## config.mk

```make
export PLATFORM = sky130hd
export DESIGN_NAME = pipe_sequencer
export DESIGN_NICKNAME = d
export VERILOG_FILES = /design/src/rtl/pipe_pkg.sv /design/src/rtl/hazard_detect.sv /design/src/rtl/pipe_sequencer.sv
export SDC_FILE = /design/constraint.sdc
export NUM_CORES = 1
export LEC_CHECK = 0
export ABC_CLOCK_PERIOD_IN_PS = 4600
export CORE_ASPECT_RATIO = 1.25
export CORE_MARGIN = 8
export CORE_UTILIZATION = 27
export CTS_CLUSTER_SIZE = 30
export DETAILED_ROUTE_END_ITERATION = 7
export GPL_ROUTABILITY_DRIVEN = 0
export PLACE_DENSITY = 0.91
export SLEW_MARGIN = 10
export SYNTH_ARGS = -nofsm -noshare
export SYNTH_HDL_FRONTEND = slang
export SYNTH_SLANG_ARGS = --single-unit
```

## constraint.sdc

```tcl
create_clock -name clk -period 4.6 [get_ports clk]
set_input_delay 0.46 -clock clk [delete_from_list [all_inputs] [get_ports clk]]
set_output_delay 0.46 -clock clk [all_outputs]
set_load 0.02 [all_outputs]
```

## src/rtl/pipe_pkg.sv

```systemverilog
// Shared opcode constants and sequencer state encoding for the 5-stage pipeline control.
package pipe_pkg;

  localparam logic [3:0] OP_LW  = 4'b1001;
  localparam logic [3:0] OP_BR  = 4'b0010;
  localparam logic [3:0] OP_JAL = 4'b0110;

  typedef enum logic [1:0] {
    RUN     = 2'd0,
    MEMWAIT = 2'd1,
    REDIR   = 2'd2
  } state_t;

endpackage

```

## src/rtl/hazard_detect.sv

```systemverilog
// Combinational load-use detector: a load in EX whose destination feeds a source read in DEC.
module hazard_detect
  import pipe_pkg::*;
#(
  parameter int REGBITS = 4
) (
  input  logic [3:0]         ex_op,
  input  logic [REGBITS-1:0] ex_rd,
  input  logic [REGBITS-1:0] dec_rs1,
  input  logic [REGBITS-1:0] dec_rs2,
  input  logic [1:0]         dec_rs_used,
  output logic               load_use
);

  logic rs1_hit;
  logic rs2_hit;

  assign rs1_hit = dec_rs_used[0] && (dec_rs1 == ex_rd);
  assign rs2_hit = dec_rs_used[1] && (dec_rs2 == ex_rd);

  // x0 is hardwired to zero, so a load targeting it never creates a dependency.
  assign load_use = (ex_op == OP_LW) && (ex_rd != '0) && (rs1_hit || rs2_hit);

endmodule

```

## src/rtl/pipe_sequencer.sv

```systemverilog
// Central stall/flush/redirect FSM for the IF/DEC/EX/MEM/WB pipeline.
// Define PIPE_PERF_CNT_EN to add the perf_stall_cycles/perf_flushes/perf_mem_wait counters.
module pipe_sequencer
  import pipe_pkg::*;
#(
  parameter int DBITS     = 32,
  parameter int REGBITS   = 4,
  parameter int REDIR_LAT = 1
) (
  input  logic               clk,
  input  logic               reset_n,
  input  logic [3:0]         dec_op,
  input  logic [REGBITS-1:0] dec_rs1,
  input  logic [REGBITS-1:0] dec_rs2,
  input  logic [1:0]         dec_rs_used,
  input  logic [3:0]         ex_op,
  input  logic [REGBITS-1:0] ex_rd,
  input  logic               ex_redirect,
  input  logic [DBITS-1:0]   ex_target,
  input  logic               mem_req,
  input  logic               mem_ack,
  output logic               stall_if,
  output logic               stall_dec,
  output logic               bubble_ex,
  output logic               flush_if_dec,
  output logic               freeze,
  output logic               pc_redirect_valid,
  output logic [DBITS-1:0]   pc_redirect,
  output logic               if_valid
`ifdef PIPE_PERF_CNT_EN
  ,
  output logic [31:0]        perf_stall_cycles,
  output logic [31:0]        perf_flushes,
  output logic [31:0]        perf_mem_wait
`endif
);

  localparam logic [2:0] REDIR_LOAD = 3'(REDIR_LAT);

  state_t     state_q, state_d;
  logic [2:0] cnt_q, cnt_d;
  logic       load_use;
  logic       mem_stall;
  logic       run_cycle;
  logic       unused_dec_op;

  // Opcode in DEC is not needed: rs_used already says which sources are read.
  assign unused_dec_op = ^dec_op;

  hazard_detect #(.REGBITS(REGBITS)) u_hazard (
    .ex_op       (ex_op),
    .ex_rd       (ex_rd),
    .dec_rs1     (dec_rs1),
    .dec_rs2     (dec_rs2),
    .dec_rs_used (dec_rs_used),
    .load_use    (load_use)
  );

  assign mem_stall   = mem_req && !mem_ack;
  // The ack cycle of a memory wait is handled exactly like a normal RUN cycle.
  assign run_cycle   = (state_q != REDIR) && ((state_q != MEMWAIT) || mem_ack);
  assign pc_redirect = ex_target;

  always_comb begin
    // NOTE: every output and next-state gets a default first so no path infers a latch.
    state_d           = state_q;
    cnt_d             = cnt_q;
    stall_if          = 1'b0;
    stall_dec         = 1'b0;
    bubble_ex         = 1'b0;
    flush_if_dec      = 1'b0;
    freeze            = 1'b0;
    pc_redirect_valid = 1'b0;
    if_valid          = 1'b0;

    if (state_q == REDIR) begin
      if (mem_stall) begin
        freeze = 1'b1;
      end else begin
        bubble_ex = 1'b1;
        if (cnt_q == 3'd0) state_d = RUN;
        else               cnt_d   = cnt_q - 3'd1;
      end
    end else if (!run_cycle) begin
      freeze = 1'b1;
    end else if (mem_stall) begin
      freeze  = 1'b1;
      state_d = MEMWAIT;
    end else if (ex_redirect) begin
      pc_redirect_valid = 1'b1;
      flush_if_dec      = 1'b1;
      bubble_ex         = 1'b1;
      state_d           = REDIR;
      cnt_d             = REDIR_LOAD;
    end else begin
      state_d = RUN;
      if (load_use) begin
        stall_if  = 1'b1;
        stall_dec = 1'b1;
        bubble_ex = 1'b1;
      end else begin
        if_valid = 1'b1;
      end
    end
  end

  // NOTE: sequential state uses non-blocking assignments so all registers sample the same edge.
  always_ff @(posedge clk or negedge reset_n) begin
    if (!reset_n) begin
      state_q <= RUN;
      cnt_q   <= 3'd0;
    end else begin
      state_q <= state_d;
      cnt_q   <= cnt_d;
    end
  end

`ifdef PIPE_PERF_CNT_EN
  always_ff @(posedge clk or negedge reset_n) begin
    if (!reset_n) begin
      perf_stall_cycles <= 32'd0;
      perf_flushes      <= 32'd0;
      perf_mem_wait     <= 32'd0;
    end else begin
      if (stall_if || freeze) perf_stall_cycles <= perf_stall_cycles + 32'd1;
      if (pc_redirect_valid)  perf_flushes      <= perf_flushes + 32'd1;
      if (state_q == MEMWAIT) perf_mem_wait     <= perf_mem_wait + 32'd1;
    end
  end
`endif

endmodule

```

[Word-level counts from Yosys, hierarchy flattened]
Cells that the tools add are included.
Cells by class
  add/subtract/negate cells: 1
  equal/unequal tests: 10
  muxes and demuxes: 34
  reductions and logical operators: 15
Operators by type and width (count)
  $mux W1: 22
  $mux W3: 6
  $mux W2: 6
  $eq A4 B4 Y1: 2
  $ne A2 B2 Y1 const B: 4
  $logic_and A1 B1 Y1: 6
  $reduce_and A5 Y1: 1
  $eq A4 B4 Y1 const B: 1
  $ne A2 B1 Y1 const B: 2
  $reduce_bool A2 Y1: 2
  $reduce_bool A4 Y1: 1
  $logic_not A3 Y1: 1
  $reduce_and A3 Y1: 1
  $sub A3 B1 Y3 const B: 1
  $eq A2 B2 Y1 const B: 1
  $logic_or A1 B1 Y1: 2
  $logic_not A1 Y1: 1
Storage, ports and cells
  register bits: 5
  input bits: 59
  output and inout port bits: 39
  word-level logic and storage cells: 62

[Logic depth before layout (Yosys ltp)]
Gate-level depths: netlist of run 1.
  word-level depth: 9
  depth in mapped cells: 6
  mapped depth without buffers: 5

[Cells and area by module]
Synthesis of run 1 repeated with hierarchy kept, for this count alone.
Unflattened totals
  cell total of the unflattened synthesis: 88
  area total of the unflattened synthesis: 716.9 um^2
By module, submodules not included
  pipe_sequencer: instances 1, cells each 73, area each 603.1 um^2
  hazard_detect: instances 1, cells each 15, area each 113.9 um^2

[Worst setup path before layout of run 1]
Ideal clock, no wire load.
  kind: in2out
  start: input port mem_req
  end: output port stall_if
  data arrival time: 2.133 ns
  data required time: 4.140 ns
  path slack: 2.007 ns
  stages on the path: 5
  buffers on the path: 1
  cells stage by stage: or2b_2 -> o31ai_2 -> or3_1 -> nor4_1 -> buf_4
Between the ends
  cells in the longest elaborated chain, start to end: 4
RTL lines
  start: declaration: line pipe_sequencer.sv:20  | input logic mem_req,
  $logic_and A1 B1 Y1: line pipe_sequencer.sv:59  | assign mem_stall = mem_req && !mem_ack;
  $mux W1 (3 in series)
  end: declaration: line pipe_sequencer.sv:22  | output logic stall_if,
No other way between the ends.

[Final worst setup path of run 1]
  start: input port mem_ack
  end: output port stall_dec
Between the ends
  cells in the longest elaborated chain, start to end: 5
  elaborated cells on any way between the ends: 7
RTL lines
  start: declaration: line pipe_sequencer.sv:21  | input logic mem_ack,
  $logic_not A1 Y1: line pipe_sequencer.sv:59
  $logic_and A1 B1 Y1: line pipe_sequencer.sv:59
  $mux W1: line pipe_sequencer.sv:86  | end else if (mem_stall) begin
  $mux W1 *: line pipe_sequencer.sv:84  | end else if (!run_cycle) begin
  $mux W1 *: line pipe_sequencer.sv:76  | if (state_q == REDIR) begin
  end: declaration: line pipe_sequencer.sv:23  | output logic stall_dec,
Every way passes the cells marked *; elsewhere a longest branch is shown, timed or not.

==> flow_metrics.env, run 1 <==
export IMPL_h_tree_depth=1
export IMPL_critical_path_arrival_ns=2.76
export IMPL_layout_commonest_cell="clkdlybuf4s50_1"
export IMPL_maxSlewViolCount=0
export IMPL_dr_pass1_iters=4
export IMPL_drive_above_1_share=0.1023
export IMPL_port_buffers=29
export IMPL_final_cell_mix="clkdlybuf4s50_1 (29), inv_1 (7), xor2_1 (6), dfrtp_1 (5), nor4_1 (4)"
export IMPL_grt_usage=0.07416
export IMPL_fin_cells=122
export IMPL_dp_slack_ns=1.427
export IMPL_cp_end_kind="primary output"
export IMPL_vias=580
export IMPL_yosysSeqAreaShare=0.1712
export IMPL_required_ns=4.14
export IMPL_critPathKind="in -> out"
export IMPL_p_leak_nw=0.3207
export IMPL_clk_pin_slew_ns=0.05
export IMPL_yosys_cell_types_count=26
export IMPL_start_util=0.2781
export IMPL_finalNetCount=150
export IMPL_status="complete, no violations"
export IMPL_grt_remaining_overflow=0
export IMPL_cts_setup_buffers=0
export IMPL_die_area_um2=4637
export IMPL_synth_top_area_frac=0.3493
export IMPL_ys_warn_count=0
export IMPL_avgSynthCellArea_um2=8.210
export IMPL_peakVddDrop_mv=0.1363
export IMPL_syn_nets=150
export IMPL_first_global_vias=679
export IMPL_seq_area_um2=125.1
export IMPL_cp_max_fo=5
export IMPL_syn_area_um2=730.7
export IMPL_syn_inst=89
export IMPL_max_cap_violations=0
export IMPL_vias_per_cell=4.754
export IMPL_path_cells="clkdlybuf4s50_1, or2b_2, o31ai_2, or3_1, nor4_1, clkdlybuf4s50_1"
export IMPL_area_growth_pct=14.21
export IMPL_clock_sinks=5
export IMPL_rsz0062_at_grt="false"
export IMPL_setup_ws_ns=1.382
export IMPL_fillCellCount=273
export IMPL_drc=0
export IMPL_cp_num_buf_inv=2
export IMPL_fp_dieH_um=74.16
export IMPL_cts_tree="built"
export IMPL_final_setup_tns_ns=0
export IMPL_antenna_cells=0
export IMPL_fmax_mhz=310.7
export IMPL_critPathTopFamily="buffers and inverters"
export IMPL_cts_resized=0
export IMPL_p_per_area_nw_per_um2=351.8
export IMPL_hp_class="in -> async"
export IMPL_skew_ns=0.002846
export IMPL_wirelength_um=1738
export IMPL_cp_startpoint="mem_ack"
export IMPL_ys_seq_elements=5
export IMPL_worstSetupStartpointType="input port"
export IMPL_die_width_um=62.53
export IMPL_core_um2=2628
export IMPL_slowest_delay_ns=0.70
export IMPL_finalHoldViolations=0
export IMPL_clkLatencyLatePin_ns=0.25
export IMPL_synth_area_top_cells="buf_4 (35%), dfrtp_1 (17%), xor2_1 (7.2%)"
export IMPL_ant_nets=0
export IMPL_slew_headroom=0.6978
export IMPL_hold_buffers=0
export IMPL_io_pins=98
export IMPL_setup_viol=0
export IMPL_hpwl_um=1492
export IMPL_cp_common_cell="clkdlybuf4s50_1"
export IMPL_r2r_start="cnt_q[0]"
export IMPL_worstMarginPinSlew_ns=0.4492
export IMPL_grt_antenna_before_repair=0
export IMPL_finalCritPeriodShare=0.6996
export IMPL_root_buffer="clkbuf_4"
export IMPL_cp_slowest_cell="clkdlybuf4s50_1"
export IMPL_clockBufferDepth=2
export IMPL_period_needed_ns=3.218
export IMPL_multiInputGateArea_um2=324.1
export IMPL_reg2reg_depth=5
export IMPL_grt_max_degree=7
export IMPL_crit_cells=6
export IMPL_grt_first_pass_wirelength_um=2835
export IMPL_cts_buffers_inserted=3
export IMPL_dp_cells=118
export IMPL_yosys_area_top_type="buf_4"
export IMPL_rows=21
export IMPL_drt_iter0_drc=12
export IMPL_wl_per_cell_um=14.25
==> flip-flops by register name, summed over array words and instances (netlist names) <==
name and cells:
cnt_q 3, state_q 2
==> routing by layer <==
layer,routed length (µm),GRT usage,up-vias
met2,875,0.1498,38
met1,622,0.06331,263
met3,195,0.02861,10
met4,44,0.03299,0
li1,-,-,269
met5,0,0,-
==> worst paths after layout <==
| kind | slack (ns) | end |
|---|---|---|
| setup / recovery | 1.38 | stall_dec |
| hold / removal | 0.44 | state_q[0] |
| setup reg to reg | 3.04 | cnt_q[0] |
| hold reg to reg | 0.53 | cnt_q[1] |
| max in group asynchronous | 3.95 | cnt_q[0] |
| min in group clk | 0.53 | cnt_q[1] |
==> synthesized netlist by cell type, drive strengths merged <==
cell and count:
a211oi 1, a21oi 2, buf 34, ha 2, xor2 6, o21ai 3
nand2 3, nand4bb 1, nor4 5, inv 7, a31oi 1, o22ai 2
or3 2, or2b 1, a221oi 1, xnor2 2, nor2 3, mux2 1
nor3b 3, nor3 1, a22o 1, o31ai 1, or2 1, dfrtp 5
==> where the power goes <==
group	switching, mW	total [mW]	internal, mW
Clock	0.0197	0.0527	0.0329
Sequential	0.0136	0.0757	0.0621
Combinational	0.0828	0.165	0.0825
Total	0.116	0.294	0.177
==> final cells by class <==
class	count	area share
Clock buffer	4	0.03148
Inverter	7	0.03148
Timing Repair Buffer	29	0.3478
Tap cell	34	0.05097
Sequential cell	5	0.1499
Multi-Input combinational cell	43	0.3883
==> through the flow <==
step	hold slack, ns	power, mW	util	area [µm²]
after floorplan	0.1644	0.2161	-	730.7
after global placement	0.4927	0.2286	0.3076	808.3
after detailed placement	0.5231	0.2427	0.3076	808.3
after CTS	0.4529	0.2976	0.3176	834.6
after global routing	0.4563	0.3157	0.3176	834.6
final	0.4434	0.2936	0.3176	834.6
==> cells by family after synthesis <==
| logic type | count (synthesis) | share of synthesized area |
|---|---|---|
| XOR/XNOR | 8 | 0.09589 |
| buffers and inverters | 41 | 0.3853 |
| flip-flops | 5 | 0.1712 |
| AO/OA/AOI/OAI | 12 | 0.1181 |
| AND/OR/NAND/NOR | 20 | 0.1798 |
| adder cells (fa/ha/maj) | 2 | 0.03424 |
| multiplexers | 1 | 0.01541 |
No activity file was read; power rests on OpenSTA's default activity.
==> inputs of run 2 (changes only) <==
--- a/config.mk
+++ b/config.mk
@@ -5,14 +5,14 @@
 export SDC_FILE = /design/constraint.sdc
 export NUM_CORES = 1
 export LEC_CHECK = 0
-export ABC_CLOCK_PERIOD_IN_PS = 4600
+export ABC_CLOCK_PERIOD_IN_PS = 3000
 export CORE_ASPECT_RATIO = 1.25
 export CORE_MARGIN = 8
-export CORE_UTILIZATION = 27
+export CORE_UTILIZATION = 25
 export CTS_CLUSTER_SIZE = 30
 export DETAILED_ROUTE_END_ITERATION = 7
 export GPL_ROUTABILITY_DRIVEN = 0
-export PLACE_DENSITY = 0.91
+export PLACE_DENSITY = 0.85
 export SLEW_MARGIN = 10
 export SYNTH_ARGS = -nofsm -noshare
 export SYNTH_HDL_FRONTEND = slang
==> constraint.sdc (replaced) <==
create_clock -name clk -period 3 [get_ports clk]
set_input_delay 0.3 -clock clk [delete_from_list [all_inputs] [get_ports clk]]
set_output_delay 0.3 -clock clk [all_outputs]
set_load 0.02 [all_outputs]
==> flow_metrics.env, run 2 (synthesis results as in run 1) <==
export IMPL_status="complete, no violations"
export IMPL_antenna_cells=0
export IMPL_hold_buffers=0
export IMPL_cp_end_kind="primary output"
export IMPL_h_tree_depth=1
export IMPL_cp_max_fo=3
export IMPL_top_register="cnt_q"
export IMPL_clock_sinks=5
export IMPL_maxSlewViolCount=0
export IMPL_largest_registers="cnt_q x3, state_q x2"
export IMPL_port_buffers=29
export IMPL_p_int_uw=271.1
export IMPL_wl_per_cell_um=14.85
export IMPL_p_seq_frac=0.259
export IMPL_grt_usage=0.07438
export IMPL_skew_ns=0.005699
export IMPL_grt_antenna_before_repair=0
export IMPL_hp_class="in -> async"
export IMPL_setup_viol=0
export IMPL_period_needed_ns=2.795
export IMPL_vias=596
export IMPL_die_area_um2=4920
export IMPL_p_per_area_nw_per_um2=533.7
export IMPL_dr_pass1_iters=2
export IMPL_cts_buffers_inserted=3
export IMPL_dp_slack_ns=0.2234
export IMPL_largest_reg_flops=3
export IMPL_fmax_mhz=357.7
export IMPL_grt_max_degree=7
export IMPL_critPathKind="in -> out"
export IMPL_io_pins=98
export IMPL_first_global_vias=709
export IMPL_worstMarginPinSlew_ns=0.4303
export IMPL_switching_share=0.3931
export IMPL_wirelength_um=1841
export IMPL_setup_ws_ns=0.2047
export IMPL_drive_above_1_share=0.1023
export IMPL_hpwl_um=1617
export IMPL_die_width_um=64.36
export IMPL_power_switching_uw=175.6
export IMPL_p_total_uw=446.7
export IMPL_power_frac_clock=0.179
export IMPL_finalNetCount=150
export IMPL_finalCritPeriodShare=0.9318
export IMPL_root_buffer="clkbuf_4"
export IMPL_drc=0
export IMPL_critical_path_arrival_ns=2.50
export IMPL_final_setup_tns_ns=0
export IMPL_rsz0062_at_grt="false"
export IMPL_cts_setup_buffers=0
export IMPL_peakVddDrop_mv=0.2207
export IMPL_required_ns=2.70
export IMPL_fp_dieH_um=76.45
export IMPL_p_leak_nw=0.3207
export IMPL_slew_headroom=0.7131
export IMPL_clk_pin_slew_ns=0.05
export IMPL_worstSetupStartpointType="input port"
export IMPL_max_cap_violations=0
export IMPL_rows=22
export IMPL_cts_tree="built"
export IMPL_finalHoldViolations=0
export IMPL_grt_first_pass_wirelength_um=2911
export IMPL_layout_commonest_cell="clkdlybuf4s50_1"
export IMPL_grt_remaining_overflow=0
export IMPL_clkLatencyLatePin_ns=0.25
export IMPL_core_um2=2863
export IMPL_final_cell_mix="clkdlybuf4s50_1 (29), inv_1 (7), xor2_1 (6), dfrtp_1 (5), nor4_1 (4)"
export IMPL_start_util=0.2552
export IMPL_power_frac_comb=0.561
export IMPL_vias_per_cell=4.806
export IMPL_cts_resized=0
export IMPL_drt_iter0_drc=10
export IMPL_area_growth_pct=14.55
export IMPL_ant_nets=0
export IMPL_clockBufferDepth=2
run 2: final cells by class:
class                           count  area [µm²]
Fill cell                         335        2026
Multi-Input combinational cell     43       324.1
Timing Repair Buffer               29       290.3
Sequential cell                     5       125.1
Tap cell                           36       45.04
Clock buffer                        4       26.28
Inverter                            7       26.28
run 2: per-layer routing:
| metal | vias to the layer above | global-route usage | part of all wire |
|---|---|---|---|
| li1 | 267 | - | - |
| met1 | 267 | 0.05897 | 0.35 |
| met2 | 46 | 0.1266 | 0.48 |
| met3 | 16 | 0.04265 | 0.12 |
| met4 | 0 | 0.06127 | 0.053 |
| met5 | - | 0 | 0 |
run 2: final timing paths:
kind,slack (ns),end,startpoint,cells after the start
max reg2reg,1.44,cnt_q[0],cnt_q[0],5
min in group clk,0.53,cnt_q[1],cnt_q[1],2
min,0.28,cnt_q[0],reset_n,1
min reg2reg,0.53,cnt_q[1],cnt_q[1],2
max in group asynchronous,2.52,cnt_q[2],reset_n,1
max,0.20,stall_dec,ex_rd[0],6
run 2: power by group through the flow:
stage / registers [mW] / logic (mW) / clock network (mW)
2_1_floorplan: 0.111 / 0.220 / 0
3_3_place_gp: 0.114 / 0.234 / 0
3_5_place_dp: 0.117 / 0.252 / 0
4_1_cts: 0.116 / 0.252 / 0.0839
5_1_grt: 0.120 / 0.275 / 0.0903
6_report: 0.116 / 0.251 / 0.0801
run 2: critical path, cell delays in order:
cell	delay [ns]
clkdlybuf4s50_1	0.50
xor2_1	0.21
nor4_1	0.35
a31oi_1	0.09
nor4_1	0.35
clkdlybuf4s50_1	0.68
run 2: through the flow:
step / cell area [µm²] / util / cells / hold slack [ns]
6_report: 837.1 / 0.2924 / 124 / 0.2782
5_1_grt: 837.1 / 0.2924 / 124 / 0.2772
4_1_cts: 837.1 / 0.2924 / 124 / 0.2696
3_5_place_dp: 810.8 / 0.2832 / 120 / 0.5233
3_3_place_gp: 810.8 / 0.2832 / 120 / 0.4852
2_1_floorplan: 730.7 / - / 89 / 0.004409
